--- config.mk ---
export PLATFORM = sky130hd
export DESIGN_NAME = slot_board
export DESIGN_NICKNAME = d
export VERILOG_FILES = /design/src/rtl/slot_board.sv
export SDC_FILE = /design/constraint.sdc
export NUM_CORES = 1
export LEC_CHECK = 0
export BUFFER_PORTS_ARGS = -buffer_cell sky130_fd_sc_hd__clkbuf_2
export CAP_MARGIN = 15
export CORE_UTILIZATION = 30
export DETAILED_ROUTE_END_ITERATION = 8
export PLACE_DENSITY = 0.54
export SETUP_SLACK_MARGIN = 0.05
export SYNTH_ARGS = -nofsm -noshare
export SYNTH_HDL_FRONTEND = slang
export SYNTH_SLANG_ARGS = --single-unit
--- constraint.sdc ---
create_clock -name CLK -period 4 [get_ports CLK]
set_input_delay 0.8 -clock CLK [delete_from_list [all_inputs] [get_ports CLK]]
set_output_delay 0.8 -clock CLK [all_outputs]
set_load 0.02 [all_outputs]
--- src/rtl/slot_board.sv ---
`default_nettype none
// ============================================================================
// Module   : slot_board
// Purpose  : Two-player game-board controller over N_SLOTS slots. Accepts
//            moves through a valid/ready handshake and rejects illegal ones.
//            It alternates turns, counts moves and declares game over on a
//            full board or, when SLOT_BOARD_WIN_EN is defined, on a
//            3x3 line win.
// Options  : `define SLOT_BOARD_WIN_EN enables 3x3 line-win detection
//            (N_SLOTS must be 9).
// Revision : 1.0 - initial release
// ============================================================================
module slot_board #(
  parameter int N_SLOTS = 9,
  parameter int IDX_W   = 4
) (
  input  logic                 CLK,
  input  logic                 RESET,
  input  logic                 CLEAR,
  input  logic                 MOVE_VALID,
  input  logic [IDX_W-1:0]     MOVE_IDX,
  output logic                 MOVE_READY,
  output logic                 MOVE_ACK,
  output logic                 MOVE_ERR,
  output logic [2*N_SLOTS-1:0] Q,
  output logic                 TURN,
  output logic [IDX_W:0]       MOVE_CNT,
  output logic                 GAME_OVER,
  output logic [1:0]           WINNER
);

  typedef enum logic [1:0] {
    ST_PLAY  = 2'd0,
    ST_CHECK = 2'd1,
    ST_OVER  = 2'd2
  } state_t;

  localparam int           c_IDX_SPAN = 2 ** IDX_W;
  localparam logic [IDX_W:0] c_FULL_CNT = (IDX_W+1)'(N_SLOTS);

  if (c_IDX_SPAN < N_SLOTS) begin : g_idx_w_check
    $error("slot_board: IDX_W too narrow for N_SLOTS");
  end

  state_t                 r_state, w_state_nxt;
  logic [2*N_SLOTS-1:0]   r_q, w_q_nxt;
  logic                   r_turn, w_turn_nxt;
  logic [IDX_W:0]         r_cnt, w_cnt_nxt;
  logic [1:0]             r_winner, w_winner_nxt;
  logic                   r_ack, w_ack_nxt;
  logic                   r_err, w_err_nxt;

  // Busy map covers the whole index space; out-of-range indices read as busy,
  // which folds the range check and the occupancy check into one lookup.
  logic [c_IDX_SPAN-1:0]  w_busy;
  logic [2*N_SLOTS-1:0]   w_mark;
  logic [1:0]             w_win;

  for (genvar gi = 0; gi < c_IDX_SPAN; gi++) begin : g_busy
    if (gi < N_SLOTS) begin : g_slot
      assign w_busy[gi] = |r_q[2*gi +: 2];
    end else begin : g_pad
      assign w_busy[gi] = 1'b1;
    end
  end

  // Code of the player to move ({TURN, ~TURN}: X=01, O=10) placed at MOVE_IDX.
  for (genvar gs = 0; gs < N_SLOTS; gs++) begin : g_mark
    assign w_mark[2*gs +: 2] = (MOVE_IDX == IDX_W'(gs)) ? {r_turn, ~r_turn} : 2'b00;
  end

`ifdef SLOT_BOARD_WIN_EN
  if (N_SLOTS != 9) begin : g_win_size_check
    $error("slot_board: SLOT_BOARD_WIN_EN requires N_SLOTS == 9");
  end

  localparam int c_LINES [8][3] = '{
    '{0, 1, 2}, '{3, 4, 5}, '{6, 7, 8},
    '{0, 3, 6}, '{1, 4, 7}, '{2, 5, 8},
    '{0, 4, 8}, '{2, 4, 6}
  };

  // First line whose three slots hold the same non-empty code.
  always_comb begin
    w_win = 2'b00;
    for (int l = 0; l < 8; l++) begin
      if (w_win == 2'b00 &&
          r_q[2*c_LINES[l][0] +: 2] != 2'b00 &&
          r_q[2*c_LINES[l][0] +: 2] == r_q[2*c_LINES[l][1] +: 2] &&
          r_q[2*c_LINES[l][1] +: 2] == r_q[2*c_LINES[l][2] +: 2]) begin
        w_win = r_q[2*c_LINES[l][0] +: 2];
      end
    end
  end
`else
  assign w_win = 2'b00;
`endif

  // Next-state and next-register decode; CLEAR overrides every state.
  always_comb begin
    w_state_nxt  = r_state;
    w_q_nxt      = r_q;
    w_turn_nxt   = r_turn;
    w_cnt_nxt    = r_cnt;
    w_winner_nxt = r_winner;
    w_ack_nxt    = 1'b0;
    w_err_nxt    = 1'b0;
    if (CLEAR) begin
      w_state_nxt  = ST_PLAY;
      w_q_nxt      = '0;
      w_turn_nxt   = 1'b0;
      w_cnt_nxt    = '0;
      w_winner_nxt = 2'b00;
    end else begin
      case (r_state)
        ST_PLAY: begin
          if (MOVE_VALID) begin
            if (w_busy[MOVE_IDX]) begin
              w_err_nxt = 1'b1;
            end else begin
              w_q_nxt     = r_q | w_mark;
              w_turn_nxt  = ~r_turn;
              w_cnt_nxt   = r_cnt + 1'b1;
              w_ack_nxt   = 1'b1;
              w_state_nxt = ST_CHECK;
            end
          end
        end
        ST_CHECK: begin
          if (w_win != 2'b00 || r_cnt == c_FULL_CNT) begin
            w_state_nxt  = ST_OVER;
            w_winner_nxt = w_win;
          end else begin
            w_state_nxt = ST_PLAY;
          end
        end
        ST_OVER: begin
          w_state_nxt = ST_OVER;
        end
        default: begin
          w_state_nxt = ST_PLAY;
        end
      endcase
    end
  end

  // State and board registers with asynchronous active-low reset.
  always_ff @(posedge CLK or negedge RESET) begin
    if (!RESET) begin
      r_state  <= ST_PLAY;
      r_q      <= '0;
      r_turn   <= 1'b0;
      r_cnt    <= '0;
      r_winner <= 2'b00;
      r_ack    <= 1'b0;
      r_err    <= 1'b0;
    end else begin
      r_state  <= w_state_nxt;
      r_q      <= w_q_nxt;
      r_turn   <= w_turn_nxt;
      r_cnt    <= w_cnt_nxt;
      r_winner <= w_winner_nxt;
      r_ack    <= w_ack_nxt;
      r_err    <= w_err_nxt;
    end
  end

  assign MOVE_READY = (r_state == ST_PLAY);
  assign GAME_OVER  = (r_state == ST_OVER);
  assign MOVE_ACK   = r_ack;
  assign MOVE_ERR   = r_err;
  assign Q          = r_q;
  assign TURN       = r_turn;
  assign MOVE_CNT   = r_cnt;
  assign WINNER     = r_winner;

endmodule
`default_nettype wire

# Yosys cells after proc, flatten, opt, wreduce, memory -nomap -nowiden
# Cells that the tools add are included.
# op_classes
addsub,1
n_lt_le_gt_ge,1
eq_ne,14
muxes,39
n_bitwise,2
n_reduce_logical,18
# ops
op,count
18-bit two-way mux,4
2-bit two-way mux,16
5-bit two-way mux,4
18-bit OR,1
2-bit OR reduction,9
4-bit by 3-bit equality test with 1-bit output (second input constant),4
1-bit two-way mux,13
4-bit by 2-bit equality test with 1-bit output (second input constant),2
2-bit nonzero test,4
3-bit inequality test (second input constant),2
2-bit one-hot mux with 3 select lines,1
5-bit by 1-bit adder with 5-bit output (second input constant),1
5-bit by 4-bit equality test with 1-bit output (second input constant),1
4-bit by 5-bit less-than comparator with 1-bit output (second input constant),1
1-bit binary-select mux with 4-bit select,1
4-bit by 1-bit equality test with 1-bit output (second input constant),1
4-bit equality test (second input constant),1
4-bit logical NOT,1
2-bit AND reduction,2
3-bit AND reduction,1
2-bit by 1-bit equality test with 1-bit output (second input constant),1
2-bit equality test (second input constant),1
2-bit logical NOT,1
2-bit inequality test (second input constant),1
1-bit NOT,1
# word_totals
reg_bits,30
elab_cells,82

# Longest topological paths before layout
# Gate-level depths: netlist of run 1.
# logic_depth
ltp_word,7
ltp_mapped,9
mapped_depth_nobuf,6

# Worst setup path before layout of run 1
# OpenSTA, ideal clock, no wires.
# synth_timing
kind,input -> register
start,input port MOVE_IDX[0]
end,register r_cnt[1] (netlist: MOVE_CNT[1])
setup_time_ps,73
arrival_ps,2401
t_required_ps,3927
setup_slack_ps,1526
stages,7
n_path_buf,2
cell_sequence,buf_6 or4b_1 or3_4 a31oi_4 buf_6 mux2i_1 nor2b_1
# synth_between
elab_chain_len,4
# synth_lines
item,line,text
start: declaration,21,"input logic [IDX_W-1:0] MOVE_IDX,"
1-bit binary-select mux with 4-bit select,118,if (w_busy[MOVE_IDX]) begin
1-bit two-way mux (implied by the code),118,
2-bit inequality test (no source line),n/a,
3-bit AND reduction (no source line),n/a,
end signal: assignment,161,r_cnt <= w_cnt_nxt;
end: declaration,48,"logic [IDX_W:0] r_cnt, w_cnt_nxt;"
# No other way between the ends. The select of a mux whose other input is x is not followed.
# A chain may end at the register's enable or synchronous reset.

# Worst setup path in the final report of run 1
# layout_timing
start,input port MOVE_IDX[1]
end,register r_cnt[1] (netlist: MOVE_CNT[1])
# The elaborated chain is that of the path after synthesis.

==> impl_metrics.json, run 1 <==
{
  "relSlewSlack": 0.459,
  "synth_largest_area_cell": "dfrtp_1",
  "ys_warn_count": 0,
  "clk_pin_slew_worst_paths_ps": 90,
  "first_global_vias": 1094,
  "io_buffers": 35,
  "die_w_um": 69.3,
  "synth_simple_gate_area_frac": 0.208,
  "ant_nets": 0,
  "vias": 1105,
  "synthCells": 139,
  "clk-insertion-delay-late_ps": 270,
  "wl_per_cell_um": 13.8,
  "grt_pass1_wl_um": 5260,
  "synth_adder_area_share": 0.0184,
  "arrival_ps": 2980,
  "fin_setup_tns_ps": 0,
  "grt_overflow": 0,
  "initial_utilization": 0.312,
  "drc_errors": 0,
  "rsz0062_at_grt": "false",
  "grt_antenna_before_repair": 0,
  "ir_worst_vdd_v": 0.000143,
  "fin_skew_ps": 5.82,
  "final_common_cell": "clkbuf_2",
  "fmax_mhz": 359,
  "cts_root_buf": "clkbuf_8",
  "drtIter0Drc": 53,
  "yosysTopAreaCellShare": 0.516,
  "synth-xor-area-share": 0.0129,
  "synth_area_um2": 1360,
  "final_cell_mix": "clkbuf_2 (35), nor2_1 (31), dfrtp_1 (28)",
  "rows": 24,
  "die-area_um2": 4800,
  "cts-resized-gates": 0,
  "cts_sinks": 28,
  "synth_compound_area_frac": 0.160,
  "worstSetupPathType": "in2reg",
  "p_leak_nw": 0.777,
  "maxCapViolCount": 0,
  "hold_viol_final": 0,
  "area_growth_pct": 16.0,
  "synth_top_family_by_area": "simple AND/OR/NAND/NOR gates",
  "gp_congestion": 0.787,
  "core_um2": 4350,
  "ys.flop_type": "dfrtp_1",
  "place_hpwl_um": 2140,
  "synth_edf_count": 0,
  "first_pass_iters": 4,
  "layout-drive-gt1-share": 0.256,
  "synthDistinctLibCells": 34,
  "ys_ff_latch": 28,
  "die_h_um": 69.3,
  "yosysSeqAreaShare": 0.516,
  "grt_max_degree": 30,
  "power.density_nw_per_um2": 338,
  "holdBufCountCts": 0,
  "synth_mux_area_frac": 0.00737,
  "syn_avg_cell_area_um2": 9.77,
  "drv_slew": 0,
  "outcome": "complete, no violations",
  "setup_viol": 0,
  "diodes": 0,
  "fin_crit_sh": 0.696,
  "min_period_ps": 2790,
  "track_usage": 0.134,
  "clock_path_buffers": 2,
  "tightestPinTransition_ps": 812,
  "layout.nets": 179,
  "end_kind": "register",
  "cts_max_level": 1,
  "worst_ep_required_time_ps": 4190,
  "cts_tree": "done",
  "hold_class": "reg2reg",
  "io_pins": 38,
  "start_kind": "primary input",
  "routed_via_density": 5.02,
  "worst-path-max-fanout": 29,
  "synthTopCellsByArea": "dfrtp_1 (52%), a31oi_1 (8.8%), nor2_1 (8.6%)",
  "p_total_mw": 0.533,
  "cts_setup_buffers": 0,
  "routed_wl_um": 3030,
  "synthArstFlopShare": 1.00,
  "numCtsBuffers": 3
}
[logic make-up after synthesis]
| logic type | after synthesis |
|---|---|
| muxes | 1 |
| DFF | 28 |
| buffers and inverters | 16 |
| adders and majority gates | 2 |
| other | 1 |
| AOI/OAI and AO/OA | 31 |
| and+or+nand+nor | 58 |
| xor gates and xnor gates | 2 |
[synth_stat cells (3+ instances only)]
library cell	number
inv_1	4
nor2_1	31
nor3_1	6
a21oi_1	4
buf_4	3
nand3_1	3
clkbuf_1	3
nand2b_1	3
a31oi_1	19
dfrtp_1	28
nor2b_1	4
[final cells by class]
cell class	count	area [µm²]
sequential	28	701
tap	52	65.1
multi-input combinational	96	561
timing repair buffer	35	175
fill	470	2780
clock buffer	4	55.1
inverter	5	18.8
[per-stage QoR]
step	instance area (µm²)	instances	hold WS, ps	worst slack [ps]	utilization
floorplan	1360	140	504	1530	-
global placement	1520	216	514	1050	0.349
detailed placement	1520	216	515	969	0.349
CTS	1580	220	537	1230	0.362
global route	1580	220	566	1060	0.362
finish	1580	220	532	1210	0.362
[critical path: stages]
cell and delay, ps:
clkbuf_2 160, or4b_1 540, or3_4 360, a31oi_4 670
mux2i_1 260, nor2b_1 160
[path summary, 6_finish.rpt]
check,slack (ps),startpoint,end,depth (start not counted)
hold reg to reg,530,Q[2]$_DFFE_PN0P_,Q[2]$_DFFE_PN0P_,2
max in group asynchronous,2990,RESET,r_state[1]$_DFFE_PN0P_,1
setup / recovery,1210,MOVE_IDX[1],MOVE_CNT[1]$_DFFE_PN0P_,6
hold / removal,530,Q[2]$_DFFE_PN0P_,Q[2]$_DFFE_PN0P_,2
setup reg to reg,1770,Q[3]$_DFFE_PN0P_,MOVE_CNT[1]$_DFFE_PN0P_,6
min in group asynchronous,560,RESET,Q[9]$_DFFE_PN0P_,1
[power by group]
| part | internal, mW | switching [mW] | total, mW | leakage [nW] |
|---|---|---|---|---|
| sequential | 0.288 | 0.00775 | 0.295 | 0.389 |
| combinational | 0.0190 | 0.0444 | 0.0634 | 0.360 |
| clock | 0.0880 | 0.0858 | 0.174 | 0.0288 |
[flip-flops by register name, summed over array words and instances, names as in the netlist]
name / cells
MOVE_ACK: 1
TURN: 1
MOVE_ERR: 1
MOVE_CNT: 5
Q: 18
r_state: 2
[metal layers]
metal / share of wire / vias to the layer above / global-route usage
met5: 0 / - / 0
met4: 0.016 / 0 / 0.0431
met3: 0.035 / 5 / 0.0305
met2: 0.48 / 18 / 0.215
met1: 0.46 / 541 / 0.180
li1: - / 541 / -
Note: power is estimated with default switching activity, not from simulation.
==> run 2: changes to the inputs <==
--- a/config.mk
+++ b/config.mk
@@ -5,11 +5,12 @@
 export SDC_FILE = /design/constraint.sdc
 export NUM_CORES = 1
 export LEC_CHECK = 0
+export ABC_AREA = 1
 export BUFFER_PORTS_ARGS = -buffer_cell sky130_fd_sc_hd__clkbuf_2
 export CAP_MARGIN = 15
 export CORE_UTILIZATION = 30
 export DETAILED_ROUTE_END_ITERATION = 8
-export PLACE_DENSITY = 0.54
+export PLACE_DENSITY = 0.52
 export SETUP_SLACK_MARGIN = 0.05
 export SYNTH_ARGS = -nofsm -noshare
 export SYNTH_HDL_FRONTEND = slang
==> constraint.sdc (replaced) <==
create_clock -name CLK -period 2.6 [get_ports CLK]
set_input_delay 0.52 -clock CLK [delete_from_list [all_inputs] [get_ports CLK]]
set_output_delay 0.52 -clock CLK [all_outputs]
set_load 0.02 [all_outputs]
==> impl_metrics.json, run 2 <==
{
  "outcome": "complete, no violations",
  "grt_antenna_before_repair": 0,
  "dr_wl_met3_um": 149,
  "worstSetupPathType": "in2reg",
  "grt_max_degree": 29,
  "cts_root_buf": "clkbuf_8",
  "synthDistinctLibCells": 27,
  "clk-insertion-delay-late_ps": 280,
  "ir_worst_vdd_v": 0.000195,
  "largest_reg_flops": 18,
  "cts-resized-gates": 0,
  "die-area_um2": 5850,
  "maxCapViolCount": 0,
  "hold_class": "in2async",
  "routed_via_density": 4.59,
  "p_leak_nw": 1.06,
  "numCtsBuffers": 3,
  "synth_edf_count": 0,
  "cp_num_buf_inv": 1,
  "slowest_stage": "nand2_2",
  "ys_ff_latch": 28,
  "drtIter0Drc": 67,
  "holdBufCountCts": 0,
  "cts_sinks": 28,
  "hold_viol_final": 0,
  "grt_overflow": 0,
  "synthArstFlopShare": 1.00,
  "rsz0062_at_grt": "false",
  "synthCells": 206,
  "first_global_vias": 1431,
  "final_cell_mix": "nand2_1 (51), clkbuf_2 (35), dfrtp_1 (28)",
  "yosysSeqAreaShare": 0.421,
  "layout.nets": 249,
  "synth_largest_area_cell": "dfrtp_1",
  "ant_nets": 0,
  "initial_utilization": 0.318,
  "die_h_um": 76.5,
  "start_kind": "primary input",
  "vias": 1413,
  "tightestPinTransition_ps": 699,
  "fmax_mhz": 586,
  "place_hpwl_um": 2900,
  "worst_ep_required_time_ps": 2800,
  "post_dp_cell_area_um2": 1890,
  "rows": 26,
  "p_total_mw": 0.850,
  "crit_family": "simple AND/OR/NAND/NOR gates",
  "drv_slew": 0,
  "power.density_nw_per_um2": 438,
  "end_kind": "register",
  "relSlewSlack": 0.534,
  "synth_most_common_cell": "nand2_1",
  "gp_congestion": 0.812,
  "setup_viol": 0,
  "diodes": 0,
  "wl_per_cell_um": 12.5,
  "max_stage_delay_ps": 260,
  "routed_wl_um": 3840,
  "cts_tree": "done",
  "yosysTopAreaCellShare": 0.421,
  "postLayoutCoreUtil": 0.371,
  "drc_errors": 0,
  "track_usage": 0.144,
  "cts_setup_buffers": 0,
  "clock_path_buffers": 2,
  "ys.flop_type": "dfrtp_1",
  "fin_area_um2": 1940,
  "ys_warn_count": 0,
  "clk_pin_slew_worst_paths_ps": 100,
  "final_common_cell": "nand2_1",
  "min_period_ps": 1710,
  "syn_avg_cell_area_um2": 8.08,
  "wl_met1_um": 1900,
  "arrival_ps": 1910,
  "met2_length_um": 1730,
  "worst-path-max-fanout": 18,
  "area_growth_pct": 16.6,
  "io_buffers": 35,
  "die_w_um": 76.5,
  "layout-drive-gt1-share": 0.319,
  "io_pins": 38,
  "core_um2": 5240,
  "fin_skew_ps": 5.53,
  "grt_pass1_wl_um": 6800,
  "cts_max_level": 1,
  "synthTopCellsByArea": "dfrtp_1 (42%), nand2_1 (12%), nand3_2 (6.0%)",
  "fin_crit_sh": 0.657,
  "path_cells": "clkbuf_2, nor2_2, nand3_1, nor2_1, nand2_1, nand3_4, nand2_2, o21ai_0",
  "ys_top_cells_by_count": "nand2_1 (51), dfrtp_1 (28), inv_1 (23)",
  "first_pass_iters": 4,
  "synth_area_um2": 1660,
  "highest_layer": "met4",
  "fin_setup_tns_ps": 0
}
-- run 2: worst paths after layout --
check                                   from                       to  slack (ps)  depth (start not counted)
max                              MOVE_IDX[0]         Q[6]$_DFFE_PN0P_         890                          8
min                                    RESET       MOVE_ACK$_DFF_PN0_         270                          1
max reg2reg                Q[15]$_DFFE_PN0P_         Q[6]$_DFFE_PN0P_         970                          9
min reg2reg                 Q[8]$_DFFE_PN0P_         Q[8]$_DFFE_PN0P_         520                          2
max in group asynchronous              RESET  MOVE_CNT[1]$_DFFE_PN0P_        1880                          1
min in group CLK                       CLEAR   r_state[1]$_DFFE_PN0P_         410                          2
-- run 2: area by class of cell --
cell class | count | area [µm²]
Multi-Input combinational cell | 141 | 795
Inverter | 26 | 97.6
Clock buffer | 4 | 55.1
Tap cell | 70 | 87.6
Sequential cell | 28 | 701
Timing Repair Buffer | 39 | 205
Fill cell | 576 | 3300
-- run 2: where the power goes --
group / total [mW] / internal [mW] / switching [mW]
clock network: 0.270 / 0.136 / 0.135
logic: 0.127 / 0.0334 / 0.0936
registers: 0.453 / 0.442 / 0.0107
-- run 2: worst register-to-register path, cell delays in order, from the launching register on --
cell and delay [ps]:
dfrtp_1 400, inv_1 70, nand2_1 80, nor2_1 40, nor2_1 90, nand2_1 60, nand2_1 100, nand3_4 210
nand2_2 350, o21ai_0 120
-- run 2: cell families (layout without fill, tap and decap cells) --
logic type / count (synthesis) / after routing / synth area share
compound gates: 18 / 18 / 0.0872
xor+xnor: 2 / 2 / 0.0105
fa+ha+maj: 2 / 2 / 0.0150
buf+inv: 38 / 69 / 0.104
flops: 28 / 28 / 0.421
other cells: 1 / 2 / 0.00225
simple gates: 117 / 117 / 0.360
-- run 2: metrics by stage --
stage | cells | worst slack [ps] | hold slack [ps]
after detailed placement | 304 | 576 | 500
final | 308 | 893 | 271
after global placement | 304 | 655 | 503
after global routing | 308 | 657 | 318
after CTS | 308 | 864 | 294
after floorplan | 207 | 1000 | 224
-- run 2: layer usage --
metal	global-route usage	vias up
met2	0.227	33
li1	-	730
met1	0.200	645
met5	0	-
met4	0.0462	0
met3	0.0240	5
==> run 3: changes to the inputs <==
--- a/config.mk
+++ b/config.mk
@@ -5,12 +5,12 @@
 export SDC_FILE = /design/constraint.sdc
 export NUM_CORES = 1
 export LEC_CHECK = 0
-export ABC_AREA = 1
+export ABC_AREA = 0
 export BUFFER_PORTS_ARGS = -buffer_cell sky130_fd_sc_hd__clkbuf_2
 export CAP_MARGIN = 15
 export CORE_UTILIZATION = 30
 export DETAILED_ROUTE_END_ITERATION = 8
-export PLACE_DENSITY = 0.52
+export PLACE_DENSITY = 0.54
 export SETUP_SLACK_MARGIN = 0.05
 export SYNTH_ARGS = -nofsm -noshare
 export SYNTH_HDL_FRONTEND = slang
==> constraint.sdc (replaced) <==
create_clock -name CLK -period 1.7 [get_ports CLK]
set_input_delay 0.34 -clock CLK [delete_from_list [all_inputs] [get_ports CLK]]
set_output_delay 0.34 -clock CLK [all_outputs]
set_load 0.02 [all_outputs]
==> impl_metrics.json, run 3 (synthesis results as in run 1) <==
{
  "p_sw_mw": 0.337,
  "rsz0062_at_grt": "true",
  "ir_worst_vdd_v": 0.000262,
  "die-area_um2": 4800,
  "min_period_ps": 1820,
  "end_kind": "register",
  "fin_skew_ps": 4.40,
  "postLayoutCoreUtil": 0.419,
  "maxCapViolCount": 0,
  "grt_pass1_wl_um": 5710,
  "first_pass_iters": 4,
  "vias": 1186,
  "io_pins": 38,
  "p_total_mw": 1.26,
  "final_cell_mix": "clkbuf_2 (34), nor2_1 (31), dfrtp_1 (28)",
  "layout.nets": 201,
  "place_hpwl_um": 2410,
  "grt_overflow": 0,
  "cts_max_level": 1,
  "routed_wl_um": 3380,
  "comb_power_share": 0.174,
  "worst_ep_required_time_ps": 1830,
  "swShare": 0.268,
  "setup_viol": 26,
  "clk_pin_slew_worst_paths_ps": 90,
  "p_int_mw": 0.923,
  "die_h_um": 69.3,
  "arrival_ps": 1950,
  "numCtsBuffers": 3,
  "ant_nets": 0,
  "worst-path-max-fanout": 6,
  "diodes": 0,
  "drtIter0Drc": 24,
  "die_w_um": 69.3,
  "cts_sinks": 28,
  "wl_per_cell_um": 14.0,
  "cts_tree": "done",
  "fin_ws_ps": -119,
  "hold_viol_final": 0,
  "violations": "setup timing",
  "grt_antenna_before_repair": 0,
  "fin_crit_sh": 1.07,
  "drc_errors": 0,
  "layout-drive-gt1-share": 0.386,
  "gp_congestion": 0.846,
  "routed_via_density": 4.92,
  "grt_max_degree": 29,
  "outcome": "complete, but fails checks",
  "core_um2": 4350,
  "clock_path_buffers": 2,
  "hold_class": "in2async",
  "start_kind": "primary input",
  "worstSetupPathType": "in2reg",
  "rows": 24,
  "fmax_mhz": 550,
  "io_buffers": 35,
  "power.density_nw_per_um2": 691,
  "p_leak_nw": 0.901,
  "post_dp_cell_area_um2": 1660,
  "initial_utilization": 0.312,
  "holdWs_ps": 101,
  "area_growth_pct": 34.4,
  "p_clk_frac": 0.280,
  "pre_cts_ws_ps": -442,
  "drv_slew": 0,
  "fin_area_um2": 1820,
  "largest_reg_flops": 18,
  "tightestPinTransition_ps": 702,
  "final_common_cell": "clkbuf_2",
  "first_global_vias": 1225,
  "clk-insertion-delay-late_ps": 270,
  "cts_root_buf": "clkbuf_8",
  "power.share.sequential": 0.546,
  "track_usage": 0.142,
  "relSlewSlack": 0.532
}
run 3: changes by cell type in the layout (fill, tap and decap cells not counted), moves of 4 or more:
cell,previous run,this run
a31o_2,5,0
nand4_1,15,0
inv_1,23,4
nand3_1,13,3
nor3_1,0,5
buf_4,4,18
o21ai_2,9,0
buf_6,0,5
nor2_1,20,31
nor2b_1,0,4
nand2_1,51,2
a31oi_1,0,15
nand3_2,10,0
run 3: timing repair:
action	in CTS	in global routing
hold endpoints to repair	0	0
pin swaps	10	8
endpoints found under the setup margin	26	26
setup buffers	0	1
gates resized for setup	7	11
hold buffers	0	0
gates cloned	2	0
run 3: path summary, 6_finish.rpt:
kind                                            to  slack, ps  cells past startpoint        startpoint
setup / recovery           MOVE_CNT[3]$_DFFE_PN0P_       -120                      7       MOVE_IDX[1]
hold / removal                    Q[5]$_DFFE_PN0P_        100                      1             RESET
setup reg to reg           MOVE_CNT[3]$_DFFE_PN0P_       -100                      8  Q[3]$_DFFE_PN0P_
hold reg to reg                   Q[7]$_DFFE_PN0P_        540                      2  Q[7]$_DFFE_PN0P_
max in group asynchronous         Q[9]$_DFFE_PN0P_       1150                      1             RESET
min in group CLK                MOVE_ERR$_DFF_PN0_        380                      3        MOVE_VALID
run 3: power groups by stage:
stage / Sequential, mW / Clock, mW / Combinational, mW
2_1_floorplan: 0.713 / 0 / 0.109
3_3_place_gp: 0.700 / 0 / 0.185
3_5_place_dp: 0.700 / 0 / 0.188
4_1_cts: 0.688 / 0.369 / 0.205
5_1_grt: 0.690 / 0.396 / 0.240
6_report: 0.688 / 0.353 / 0.219
run 3: through the flow:
step | instances | setup TNS (ps)
floorplan | 140 | -5360
global placement | 235 | -8510
detailed placement | 235 | -9910
CTS | 240 | -2710
global route | 241 | -4240
finish | 241 | -2120
run 3: cell type report:
type                            count  area [µm²]
Fill cell                         440        2530
Clock buffer                        3        41.3
Timing Repair Buffer               57         362
Inverter                            5        18.8
Tap cell                           52        65.1
Multi-Input combinational cell     96         637
Sequential cell                    28         701
run 3: critical path, stage by stage:
cell and delay, ps:
buf_6 90, or4b_4 530, or3_4 360, a31oi_4 290, buf_6 170, a21o_1 110
a21oi_1 50
run 3: metal layers:
layer | up-vias | routed length, µm | global-route usage
met5 | - | 0 | 0
met4 | 0 | 25 | 0.0340
li1 | 583 | - | -
met1 | 572 | 1600 | 0.200
met2 | 29 | 1610 | 0.228
met3 | 2 | 146 | 0.0247
